==> config.mk <==
export PLATFORM = sky130hd
export DESIGN_NAME = pla_sop_eval_pipe
export DESIGN_NICKNAME = d
export VERILOG_FILES = /design/src/rtl/pla_sop_pkg.sv /design/src/rtl/pla_cube_match.sv /design/src/rtl/pla_sop_eval_pipe.sv
export SDC_FILE = /design/constraint.sdc
export NUM_CORES = 1
export LEC_CHECK = 0
export ABC_AREA = 1
export BUFFER_PORTS_ARGS = -buffer_cell sky130_fd_sc_hd__buf_2
export CORE_MARGIN = 5
export CORE_UTILIZATION = 46
export CTS_CLUSTER_DIAMETER = 150
export DETAILED_ROUTE_END_ITERATION = 8
export HOLD_SLACK_MARGIN = 0.1
export PLACE_DENSITY = 0.71
export SETUP_SLACK_MARGIN = 0.02
export SLEW_MARGIN = 20
export SYNTH_ARGS = -nofsm -noshare
export SYNTH_HDL_FRONTEND = slang
export SYNTH_HIERARCHICAL = 1
export SYNTH_SLANG_ARGS = --single-unit
==> constraint.sdc <==
create_clock -name clk -period 17.7 [get_ports clk]
set_input_delay 3.54 -clock clk [delete_from_list [all_inputs] [get_ports clk]]
set_output_delay 3.54 -clock clk [all_outputs]
set_load 0.02 [all_outputs]
==> src/rtl/pla_sop_pkg.sv <==
// Shared encodings and cfg_wdata field layout for the pipelined SOP evaluator.
// Cube word layout, MSB first: {valid, care[N_IN], val[N_IN], omask[N_OUT]}.
package pla_sop_pkg;

  localparam logic [1:0] StCfg   = 2'b00;
  localparam logic [1:0] StRun   = 2'b01;
  localparam logic [1:0] StDrain = 2'b10;

  localparam int unsigned OmaskLsb = 0;

  function automatic int unsigned cube_width(input int unsigned n_in, input int unsigned n_out);
    return 2 * n_in + n_out + 1;
  endfunction

  function automatic int unsigned val_lsb(input int unsigned n_out);
    return n_out;
  endfunction

  function automatic int unsigned care_lsb(input int unsigned n_in, input int unsigned n_out);
    return n_out + n_in;
  endfunction

  function automatic int unsigned valid_pos(input int unsigned n_in, input int unsigned n_out);
    return 2 * n_in + n_out;
  endfunction

endpackage

==> src/rtl/pla_cube_match.sv <==
// Combinational single-cube matcher; a cleared care bit is a don't-care.
module pla_cube_match #(
  parameter int unsigned N_IN = 14
) (
  input  logic [N_IN-1:0] x,
  input  logic [N_IN-1:0] care,
  input  logic [N_IN-1:0] val,
  input  logic            valid,
  output logic            match
);

  assign match = valid && (((x ^ val) & care) == '0);

endmodule

==> src/rtl/pla_sop_eval_pipe.sv <==
// Two-stage sum-of-products evaluator with a run-time programmable cube table
// and a CFG/RUN/DRAIN controller that keeps table writes away from live vectors.
module pla_sop_eval_pipe
  import pla_sop_pkg::*;
#(
  parameter int unsigned N_IN    = 14,
  parameter int unsigned N_OUT   = 1,
  parameter int unsigned N_CUBES = 16
) (
  input  logic                         clk,
  input  logic                         rst_n,
  input  logic                         cfg_we,
  input  logic [$clog2(N_CUBES)-1:0]   cfg_addr,
  input  logic [2*N_IN+N_OUT:0]        cfg_wdata,
  input  logic                         cfg_commit,
  input  logic                         cfg_unlock,
  output logic [1:0]                   cfg_state,
  input  logic                         in_valid,
  output logic                         in_ready,
  input  logic [N_IN-1:0]              in_x,
  output logic                         out_valid,
  input  logic                         out_ready,
  output logic [N_OUT-1:0]             out_y,
  output logic [$clog2(N_CUBES+1)-1:0] out_hits
);

  localparam int unsigned HitsW    = $clog2(N_CUBES + 1);
  localparam int unsigned CubeW    = cube_width(N_IN, N_OUT);
  localparam int unsigned ValLsb   = val_lsb(N_OUT);
  localparam int unsigned CareLsb  = care_lsb(N_IN, N_OUT);
  localparam int unsigned ValidPos = valid_pos(N_IN, N_OUT);

  logic [1:0] state_q, state_d;

  logic [N_CUBES-1:0] tv_q;
  logic [N_IN-1:0]    tcare_q [N_CUBES];
  logic [N_IN-1:0]    tval_q  [N_CUBES];
  logic [N_OUT-1:0]   tomask_q[N_CUBES];

  logic               s1_valid_q;
  logic [N_IN-1:0]    s1_x_q;
  logic [N_CUBES-1:0] s1_match_q;
  logic               s2_valid_q;

  logic [N_CUBES-1:0] match;
  logic [N_OUT-1:0]   y_d;
  logic [HitsW-1:0]   hits_d;
  logic               cfg_wr, s2_ready, s1_adv, in_fire;

  assign cfg_wr   = (state_q == StCfg) && cfg_we;
  assign s2_ready = !s2_valid_q || out_ready;
  assign s1_adv   = s1_valid_q && s2_ready;
  assign in_ready = (state_q == StRun) && (!s1_valid_q || s2_ready);
  assign in_fire  = in_valid && in_ready;

  assign cfg_state = state_q;
  assign out_valid = s2_valid_q;

  always_comb begin
    state_d = state_q;
    case (state_q)
      StCfg:   if (cfg_commit) state_d = StRun;
      StRun:   if (cfg_unlock) state_d = StDrain;
      // Leave once the pipeline is empty after this edge, final consumption included.
      StDrain: if (!s1_valid_q && (!s2_valid_q || out_ready)) state_d = StCfg;
      default: state_d = StCfg;
    endcase
  end

  always_ff @(posedge clk or negedge rst_n) begin
    if (!rst_n) begin
      state_q <= StCfg;
      tv_q    <= '0;
    end else begin
      state_q <= state_d;
      if (cfg_wr) tv_q[cfg_addr] <= cfg_wdata[ValidPos];
    end
  end

  always_ff @(posedge clk) begin
    if (cfg_wr) begin
      tcare_q[cfg_addr]  <= cfg_wdata[CareLsb +: N_IN];
      tval_q[cfg_addr]   <= cfg_wdata[ValLsb +: N_IN];
      tomask_q[cfg_addr] <= cfg_wdata[OmaskLsb +: N_OUT];
    end
  end

  for (genvar i = 0; i < N_CUBES; i++) begin : g_cube
    pla_cube_match #(
      .N_IN(N_IN)
    ) u_match (
      .x    (in_x),
      .care (tcare_q[i]),
      .val  (tval_q[i]),
      .valid(tv_q[i]),
      .match(match[i])
    );
  end

  // Stage 1: vector and match vector captured on the input handshake.
  always_ff @(posedge clk or negedge rst_n) begin
    if (!rst_n) begin
      s1_valid_q <= 1'b0;
    end else if (in_fire) begin
      s1_valid_q <= 1'b1;
    end else if (s1_adv) begin
      s1_valid_q <= 1'b0;
    end
  end

  always_ff @(posedge clk) begin
    if (in_fire) begin
      s1_x_q     <= in_x;
      s1_match_q <= match;
    end
  end

  always_comb begin
    y_d    = '0;
    hits_d = '0;
    for (int unsigned i = 0; i < N_CUBES; i++) begin
      if (s1_match_q[i]) begin
        y_d    = y_d | tomask_q[i];
        hits_d = hits_d + HitsW'(1);
      end
    end
  end

  // Stage 2: results only load on advance, so they hold during a stall.
  always_ff @(posedge clk or negedge rst_n) begin
    if (!rst_n) begin
      s2_valid_q <= 1'b0;
      out_y      <= '0;
      out_hits   <= '0;
    end else begin
      s2_valid_q <= s1_adv || (s2_valid_q && !out_ready);
      if (s1_adv) begin
        out_y    <= y_d;
        out_hits <= hits_d;
      end
    end
  end

  // A stalled stage-1 entry must never be overwritten.
  a_s1_hold: assert property (@(posedge clk) disable iff (!rst_n)
    s1_valid_q && !s1_adv |=> $stable(s1_x_q) && $stable(s1_match_q));

  if (CubeW != 2 * N_IN + N_OUT + 1) begin : g_bad_width
    $error("cube word width mismatch");
  end

endmodule

# After elaboration in Yosys (flattened, before gate mapping)

Memories as Yosys holds them, arrays and structs flattened.
Index checks and enable logic that the tools add are counted.

Register bits after elaboration: 42
Memory bits (writable): 464
Bits of input ports: 55
Output and inout bits: 10
Memories: 3

Memories:

| name     | words | bits a word | read ports | clocked after memory_dff | wr ports | line                    | source |
|---|---|---|---|---|---|---|---|
| tcare_q  | 16    | 14          | 16         | 0                        | 1        | pla_sop_eval_pipe.sv:36 | `logic [N_IN-1:0] tcare_q [N_CUBES];` |
| tval_q   | 16    | 14          | 16         | 0                        | 1        | pla_sop_eval_pipe.sv:37 | `logic [N_IN-1:0] tval_q [N_CUBES];` |
| tomask_q | 16    | 1           | 16         | 0                        | 1        | pla_sop_eval_pipe.sv:38 | `logic [N_OUT-1:0] tomask_q[N_CUBES];` |

Add/subtract/negate cells: 15
$lt $le $gt $ge: 2
Eq/ne operators: 5
Multiplexer cells: 43
Bitwise gates (word level): 47
Reductions and logical operators: 48

Operator list:

| operator              | number |
|---|---|
| $and A14 B14 Y14      | 16 |
| $logic_not A14 Y1     | 16 |
| $xor A14 B14 Y14      | 16 |
| $add A5 B1 Y5 const B | 15 |
| $mux W5               | 15 |
| $logic_and A1 B1 Y1   | 23 |
| $mux W1               | 22 |
| $bwmux W16            | 1 |
| $or A1 B1 Y1          | 15 |
| $mux W2               | 3 |
| $ne A2 B2 Y1 const B  | 3 |
| $pmux W2 S3           | 1 |
| $lt A4 B5 Y1 const B  | 1 |
| $demux W1 S4          | 1 |
| $ge A4 B1 Y1 const B  | 1 |
| $logic_not A1 Y1      | 3 |
| $logic_or A1 B1 Y1    | 3 |
| $reduce_and A3 Y1     | 1 |
| $eq A2 B1 Y1 const B  | 1 |
| $eq A2 B2 Y1 const B  | 1 |
| $logic_not A2 Y1      | 1 |
| $reduce_bool A2 Y1    | 1 |

# Depth between registers and ports, before layout

Gate-level depths: netlist of the first run.
An unclocked memory read counts as a cell.

Depth after elaboration: 32
Mapped depth: 50
Depth with buffers taken out: 50

# Hierarchy

The synthesis of the first run kept the hierarchy.

By module, submodules not included:

| module            | times used | cells each | area an instance (um2) | seq. area each (um2) |
|---|---|---|---|---|
| pla_sop_eval_pipe | 1          | 1,008      | 17,692.0               | 15,064.4 |
| pla_cube_match    | 16         | 83         | 327.8                  | 0.0 |

# Worst setup path before layout of the first run

OpenSTA, ideal clock, no wires.

Path type: input -> output
From: input out_ready
To: output in_ready
Arrival time: 3,840 ps
Setup slack: 10,320 ps
Stages on the path: 4
Path through: inv_1 nand3_1 nand2_1 inv_1

Word-level cells in the longest chain between the ends: 3

RTL lines:

| item                | line                    | source |
|---|---|---|
| start: declaration  | pla_sop_eval_pipe.sv:22 | `input logic out_ready,` |
| $logic_or A1 B1 Y1  | pla_sop_eval_pipe.sv:51 | `assign s2_ready = !s2_valid_q \|\| out_ready;` |
| $logic_or A1 B1 Y1  | pla_sop_eval_pipe.sv:53 | `assign in_ready = (state_q == StRun) && (!s1_valid_q \|\| s2_ready);` |
| $logic_and A1 B1 Y1 | pla_sop_eval_pipe.sv:53 |  |
| end: declaration    | pla_sop_eval_pipe.sv:19 | `output logic in_ready,` |

No other way between the ends.

# Worst setup path in the final report of the first run

Ends and elaborated chain as after synthesis.

==> results of run 1 <==
## critical path: stages
cell     delay, ns
buf_2         0.10
inv_1         0.06
nand3_1       0.08
nand2_1       0.09
inv_1         0.04
buf_2         0.15
## where the power goes
part / switching, mW / internal (mW)
Clock: 0.433 / 0.634
Combinational: 0.385 / 0.192
Sequential: 0.0343 / 1.37
Total: 0.853 / 2.20
## worst max-delay path by stage
stage               startpoint        to  slack [ns]
floorplan            out_ready  in_ready       10.32
global placement     out_ready  in_ready       10.11
detailed placement   out_ready  in_ready       10.09
CTS                  out_ready  in_ready       10.09
global route         out_ready  in_ready       10.05
finish               out_ready  in_ready       10.09
## sequential cells by signal (all words and copies together), names as in the netlist
signal,flops
tcare_q,224
tval_q,224
s1_match_q,16
tomask_q,16
tv_q,16
out_hits,5
cfg_state,2
out_valid,1
out_y,1
s1_valid_q,1
## cells in the final DEF, fill, tap and decap left out, types with 2 or more instances in the layout
cell type     n
nand2_1     719
inv_1       490
edfxtp_1    480
nand3_1     260
nor2_1      162
buf_2        64
clkbuf_16    51
nand2_2      45
dfrtp_1      26
a21oi_1      21
nand3_2      17
ha_1         17
nor2_4       13
clkbuf_1     13
o21ai_0      11
inv_2        10
nand2_4      10
clkinv_1     10
o21ai_1       8
nor2_2        7
bufinv_16     7
buf_4         7
a22o_1        5
nor3_2        4
buf_16        4
xnor2_1       3
nand3b_1      3
a221oi_1      3
o21bai_1      2
o31ai_1       2
inv_6         2
clkinv_2      2
clkinvlp_4    2
## cell type report
type | instances | area (um^2)
clock buffers | 65 | 1340
clock inverters | 23 | 295
fillers | 4115 | 23200
inverters | 501 | 1880
multi-input cells | 1325 | 6080
flip-flops and latches | 506 | 15100
well taps | 664 | 831
repair buffers | 75 | 483
## per-layer routing
layer	track usage	vias to the layer above	wire, um
met1	0.241	7363	21600
met2	0.315	333	24300
met5	0	-	21
li1	-	7686	-
met3	0.0250	76	2300
met4	0.0639	4	1330
## cells by family (layout without fill, tap and decap cells)
logic type               after synthesis  count (layout)  synth area share
buffers and inverters                505             664            0.0828
adder cells (fa/ha/maj)               17              17           0.00927
XOR/XNOR                               3               3           0.00115
flip-flops                           506             506             0.657
AND/OR/NAND/NOR                     1246            1246             0.234
AO/OA/AOI/OAI                         59              59            0.0156
==> results.toml, run 1 <==
[status]
status = "completed"

[floorplanning]
start_util = 0.467
fp.dieW_um = 233
coreArea_um2 = 49200
dieHeight_um = 233
ios = 65
die_area_um2 = 54400
fp-row-count = 81

[hold_path]
hp-start = "out_hits[3]"
hp-class = "flip-flop to flip-flop"
hold_depth = 2
min_to = "out_hits[3]"

[logic_synthesis]
synth-edff-count = 480
synth_seq_area_share = 0.657
yosysMostFrequentCell = "nand2_1"
netlist_instances = 2336
synth_commonest_cells = "nand2_1, inv_1, edfxtp_1"
syn_nets = 2408
synth_area_um2 = 22900
yosysTopAreaCellShare = 0.628
postSynth.asyncResetShare = 0.0514
yosysTopAreaCell = "edfxtp_1"
synthFlopType = "edfxtp_1"
synth_warnings = 6
synth.distinct_cells = 39
synth_seq_cells = 506
synth_area_per_cell_um2 = 9.82
synth_area_leaders = "edfxtp_1, nand2_1, inv_1"

[global_route]
first_global_vias = 15300
grt_usage = 0.184
grt_pass1_wl_um = 78200
grt_max_degree = 33
overflow = 0
antenna_found_initial = 2

[placed_design]
hpwl_um = 31800
gp_congestion = 0.835
dp_cells = 3067
pre_cts_slack_ns = 10.09
place_area_um2 = 24200
port_buffers = 64

[layout]
final_cell_area_um2 = 26000
final_core_util = 0.528
drive_gt1_frac = 0.101
layout.nets = 2532
syn_to_final_growth_pct = 13.3
final_cells = 3159
diodes = 0

[cts]
clock-sinks = 506
clk-insertion-delay-late_ns = 0.58
cts_setup_buffers = 0
clock_tree.root_cell = "clkbuf_16"
clkTransAtPathRegs_ns = 0.06
cts_buffers = 51
cts_resized = 0
tritoncts = "built"
h-tree-depth = 2
cts.hold.buffers_added = 0
clk_path_buf_depth = 3

[routing]
viasPerCell = 4.89
drt_first_pass_iters = 7
drt_iter0_drc = 1116
remaining_drc_errors = 0
drtAntennaViolNets = 0
routedWlPerCell_um = 15.7
vias = 15500
finalWirelength_um = 49600

[sta]
finalSetupTns_ns = 0
hold_viol_final = 0
fin_ws_ns = 10.09
holdWs_ns = 0.491
max-slew-margin-rel = 0.265
tightest_slew_ns = 1.10
post-route-period-util = 0.430
maxSlewViolCount = 0
rsz0062_at_grt = "false"
setup_viol = 0
period_minus_slack_ns = 7.61
skew_ns = 0.0130
max_freq_ghz = 0.131

[power]
powerDensity_nw_per_um2 = 117
total_power_mw = 3.05
ir_drop_mv = 0.0582
cellLeakagePower_nw = 11.7

[flow_run]
drv_cap = 0

[setup_path]
arrival_ns = 4.07
reg2regPathDepth = 46
path_max_fanout = 2
rr_startpoint = "s1_match_q[0]"
required_ns = 14.16
worstSetupStartpointType = "primary input"
cp-end-kind = "primary output"
critical_path_class = "primary input to primary output"
r2r_end = "out_hits[4]"
rrSetupSlack_ns = 10.97
No activity file was read; power rests on OpenSTA's default activity.
==> inputs of run 2 (changes only) <==
--- a/config.mk
+++ b/config.mk
@@ -12,7 +12,7 @@
 export CTS_CLUSTER_DIAMETER = 150
 export DETAILED_ROUTE_END_ITERATION = 8
 export HOLD_SLACK_MARGIN = 0.1
-export PLACE_DENSITY = 0.71
+export PLACE_DENSITY = 0.73
 export SETUP_SLACK_MARGIN = 0.02
 export SLEW_MARGIN = 20
 export SYNTH_ARGS = -nofsm -noshare
==> constraint.sdc (replaced) <==
create_clock -name clk -period 6.15 [get_ports clk]
set_input_delay 1.23 -clock clk [delete_from_list [all_inputs] [get_ports clk]]
set_output_delay 1.23 -clock clk [all_outputs]
set_load 0.02 [all_outputs]
==> run 2 against run 1 <==
- the run now ends with setup timing left
- via count up 3.5%
- clock power rose to 2.7 times the previous value
- sequential cell count unchanged
- critical path depth up 42
- final cell count up 1.9%
- sequential power rose to 2.9 times the previous value
- largest cell class unchanged
- largest power group unchanged
==> results.toml, run 2 (synthesis results as in run 1) <==
[floorplanning]
start_util = 0.467
dieHeight_um = 233
die_area_um2 = 54400
fp.dieW_um = 233
coreArea_um2 = 49200
fp-row-count = 81
ios = 65

[routing]
finalWirelength_um = 52700
drt_iter0_drc = 1480
vias = 16000
drt_first_pass_iters = 7
remaining_drc_errors = 0
routedWlPerCell_um = 16.4
viasPerCell = 4.97
drtAntennaViolNets = 0

[global_route]
grt_pass1_wl_um = 81400
antenna_found_initial = 1
overflow = 0
first_global_vias = 15700
grt_max_degree = 33
grt_usage = 0.191

[power]
intPower_mw = 6.63
clockPowerShare = 0.314
seqPwrFrac = 0.432
switching_share = 0.293
powerDensity_nw_per_um2 = 351
combPwrFrac = 0.254
total_power_mw = 9.38
cellLeakagePower_nw = 12.0
p_sw_mw = 2.75
ir_drop_mv = 0.169

[setup_path]
reg2regPathDepth = 48
crit_top_cell = "nand2_2"
critical_path_class = "flip-flop to flip-flop"
path_max_fanout = 3
arrival_ns = 6.67
cp-end-kind = "flip-flop"
rr_startpoint = "s1_match_q[0]"
worstSetupStartpointType = "flip-flop"
r2r_end = "out_hits[4]"
required_ns = 6.61
slowest_stage = "edfxtp_1"
critPathCapture = "out_hits[4]"
crit_start = "s1_match_q[0]"
rrSetupSlack_ns = -0.06
cp_slowest_stage_delay_ns = 0.42

[layout]
layout.nets = 2590
fill_cells = 3928
seqCellArea_um2 = 15100
multi_input_area_um2 = 6490
reg_top3 = "tcare_q (224), tval_q (224)"
final_cell_mix = "nand2_1, inv_1, edfxtp_1"
syn_to_final_growth_pct = 16.7
drive_gt1_frac = 0.151
final_common_cell = "nand2_1"

[placed_design]
port_buffers = 64
gp_congestion = 0.815
hpwl_um = 32800

[cts]
cts_buffers = 50
clock-sinks = 506
clk-insertion-delay-late_ns = 0.58
clkTransAtPathRegs_ns = 0.06
h-tree-depth = 2
tritoncts = "built"
clock_tree.root_cell = "clkbuf_16"
clk_path_buf_depth = 3

[sta]
hold_viol_final = 0
finalSetupTns_ns = -0.110
skew_ns = 0.0207
rsz0062_at_grt = "true"
max-slew-margin-rel = 0.248
tightest_slew_ns = 1.13
maxSlewViolCount = 0
holdWs_ns = 0.479
max_freq_ghz = 0.161
fin_ws_ns = -0.0566
setup_viol = 2
post-route-period-util = 1.01
period_minus_slack_ns = 6.21

[status]
violations = "setup timing"
status = "complete, but fails checks"

[hold_path]
hp-class = "flip-flop to flip-flop"

[flow_run]
drv_cap = 0
[run 2: changes by cell type in the layout (fill, tap and decap cells not counted), moves of 5 or more]
cell,before,now
nand2_2,45,64
o21ai_4,0,5
inv_1,490,482
inv_2,10,18
o21ai_2,1,6
nand2_1,719,694
ha_1,17,7
o21ai_0,11,3
nand2_4,10,16
buf_4,7,62
ha_4,0,10
buf_6,0,5
clkinv_2,2,9
[run 2: cell type report]
cell class	instances	share of cell area
Multi-Input combinational cell	1325	0.242
Clock buffer	62	0.0508
Antenna cell	1	0.0000935
Clock inverter	26	0.00804
Inverter	501	0.0703
Timing Repair Buffer	134	0.0343
Tap cell	664	0.0310
Sequential cell	506	0.563
[run 2: timing repair]
| item | CTS | global route |
|---|---|---|
| pin swaps | 24 | 52 |
| hold endpoints to repair | 0 | 0 |
| hold buffers | 0 | 0 |
| setup endpoints to repair | 4 | 4 |
| gates resized for setup | 32 | 70 |
| setup buffers | 14 | 16 |
[run 2: power by group through the flow]
stage / logic [mW] / clock network, mW / registers, mW
after floorplan: 1.21 / 0 / 4.12
after global placement: 1.75 / 0 / 4.11
after detailed placement: 1.83 / 0 / 4.12
after CTS: 2.00 / 2.99 / 4.05
after global routing: 2.65 / 3.13 / 4.07
final: 2.38 / 2.94 / 4.06
[run 2: per-stage QoR]
stage	utilization	setup slack (ns)	cell area, um^2	cells
3_3_place_gp	0.498	-0.108	24500	3097
2_1_floorplan	-	0.137	22900	2336
4_1_cts	0.534	0.0177	26300	3199
6_report	0.544	-0.0566	26800	3219
5_1_grt	0.544	-0.412	26800	3218
3_5_place_dp	0.498	-0.377	24500	3097
[run 2: critical path, delay by kind of cell, from the launching register on]
family	cells	cell delay (ns)
adder cells (fa/ha/maj)	8	1.95
XOR/XNOR	1	0.13
AO/OA/AOI/OAI	11	1.51
AND/OR/NAND/NOR	21	1.51
flip-flops	1	0.42
buffers and inverters	7	0.57
[run 2: worst min-delay path by stage]
stage | start | end | cells after the start
floorplan | s1_valid_q | out_valid | 2
global placement | out_hits[4] | out_hits[4] | 2
detailed placement | out_hits[4] | out_hits[4] | 2
CTS | out_hits[4] | out_hits[4] | 2
global route | out_hits[3] | out_hits[3] | 2
finish | out_hits[4] | out_hits[4] | 2
[run 2: layer usage]
layer  up-vias  part of all wire  wire, um  global-route usage
met1      7574              0.40     21000               0.242
met3       118             0.064      3370              0.0255
met2       489              0.50     26600               0.342
met5         -                 0         0                   0
met4         0             0.034      1810              0.0620
li1       7815                 -         -                   -
==> inputs of run 3 (changes only) <==
--- a/config.mk
+++ b/config.mk
@@ -12,7 +12,7 @@
 export CTS_CLUSTER_DIAMETER = 150
 export DETAILED_ROUTE_END_ITERATION = 8
 export HOLD_SLACK_MARGIN = 0.1
-export PLACE_DENSITY = 0.73
+export PLACE_DENSITY = 0.71
 export SETUP_SLACK_MARGIN = 0.02
 export SLEW_MARGIN = 20
 export SYNTH_ARGS = -nofsm -noshare
==> constraint.sdc (replaced) <==
create_clock -name clk -period 6.4 [get_ports clk]
set_input_delay 1.28 -clock clk [delete_from_list [all_inputs] [get_ports clk]]
set_output_delay 1.28 -clock clk [all_outputs]
set_load 0.02 [all_outputs]
==> run 3 against run 2 <==
- the run now ends clean
- clock power about the same
- register-to-register slack better by 0.21 ns
- via count down 2.1%
- critical path depth down 2
- largest power group unchanged
==> results.toml, run 3 (synthesis results as in run 1) <==
[placed_design]
dp_cells = 3071
port_buffers = 64
pre_cts_slack_ns = -0.122
hpwl_um = 31700
gp_congestion = 0.862

[setup_path]
worstSetupStartpointType = "flip-flop"
required_ns = 6.87
arrival_ns = 6.72
critical_path_class = "flip-flop to flip-flop"
path_max_fanout = 4
cp-end-kind = "flip-flop"
cp_slowest_stage_delay_ns = 0.41
crit_top_cell = "nand2_2"
slowest_stage = "edfxtp_1"

[global_route]
first_global_vias = 15300
grt_max_degree = 33
grt_pass1_wl_um = 79100
grt_usage = 0.186
overflow = 0
antenna_found_initial = 1

[sta]
finalSetupTns_ns = 0
maxSlewViolCount = 0
max_freq_ghz = 0.160
setup_viol = 0
rsz0062_at_grt = "true"
post-route-period-util = 0.976
tightest_slew_ns = 1.12
max-slew-margin-rel = 0.253
fin_ws_ns = 0.156
period_minus_slack_ns = 6.24
skew_ns = 0.0180
hold_viol_final = 0

[routing]
routedWlPerCell_um = 16.1
drt_first_pass_iters = 6
remaining_drc_errors = 0
drtAntennaViolNets = 0
viasPerCell = 4.92
finalWirelength_um = 51100
drt_iter0_drc = 1214
vias = 15700

[flow_run]
drv_cap = 0

[cts]
h-tree-depth = 2
clock-sinks = 506
tritoncts = "built"
clk-insertion-delay-late_ns = 0.59
clk_path_buf_depth = 3
cts.hold.buffers_added = 0
clock_tree.root_cell = "clkbuf_16"
clkTransAtPathRegs_ns = 0.06
cts_buffers = 51

[floorplanning]
ios = 65
dieHeight_um = 233
die_area_um2 = 54400
start_util = 0.467
coreArea_um2 = 49200
fp.dieW_um = 233
fp-row-count = 81

[power]
cellLeakagePower_nw = 11.8
ir_drop_mv = 0.171
powerDensity_nw_per_um2 = 332

[layout]
fill_cells = 4048
final_common_cell = "nand2_1"
final_cell_mix = "nand2_1, inv_1, edfxtp_1"
final_cells = 3183
drive_gt1_frac = 0.134
diodes = 0
final_core_util = 0.537
layout.nets = 2550
reg_top3 = "tcare_q (224), tval_q (224)"
syn_to_final_growth_pct = 15.1

[hold_path]
hp-class = "flip-flop to flip-flop"

[status]
status = "completed"
==> run 3: layout make-up <==
cell class              count  area [um^2]  area share
clock buffers              68         1420      0.0539
clock inverters            26          225     0.00853
multi-input cells        1325         6350       0.241
flip-flops and latches    506        15100       0.571
inverters                 501         1880      0.0713
well taps                 664          831      0.0315
repair buffers             93          614      0.0233
==> run 3: final timing paths <==
kind                                from     endpoint  slack [ns]  cells past startpoint
max                        s1_match_q[1]  out_hits[4]        0.16                     46
min                          out_hits[4]  out_hits[4]        0.48                      2
max reg2reg                s1_match_q[1]  out_hits[4]        0.16                     46
min reg2reg                  out_hits[4]  out_hits[4]        0.48                      2
max in group asynchronous          rst_n      tv_q[2]        5.18                      1
min in group asynchronous          rst_n     tv_q[15]        0.75                      1
==> run 3: per-layer routing <==
metal	wire, um	track usage	share of wire	vias up
li1	-	-	-	7732
met1	21100	0.242	0.41	7401
met2	25100	0.319	0.49	426
met3	3160	0.0272	0.062	106
met4	1750	0.0679	0.034	2
met5	7	0	0.00014	-
==> run 3: report_power, final <==
group	internal [mW]	switching, mW
clock	1.68	1.23
sequential	3.79	0.102
combinational	0.714	1.25
total	6.19	2.57
==> run 3: through the flow <==
stage / total power, mW / instance area [um^2] / hold WS [ns]
6_report: 8.76 / 26400 / 0.481
5_1_grt: 9.21 / 26400 / 0.517
4_1_cts: 8.53 / 26000 / 0.494
3_5_place_dp: 5.58 / 24300 / 0.478
3_3_place_gp: 5.49 / 24300 / 0.469
2_1_floorplan: 5.12 / 22900 / 0.475
==> run 3: timing repair <==
| action | CTS | global route |
|---|---|---|
| resized for setup | 10 | 64 |
| endpoints found under the setup margin | 4 | 4 |
| pin swaps | 3 | 43 |
| buffers inserted | 3 | 12 |
==> run 3: critical path: cells and delay by family (launching register included) <==
kind                       cells  cell delay [ns]
and+or+nand+nor               21             1.59
AOI/OAI and AO/OA             11             1.54
adders and majority gates      8             2.00
DFF                            1             0.41
buffers and inverters          5             0.43
xor gates and xnor gates       1             0.14
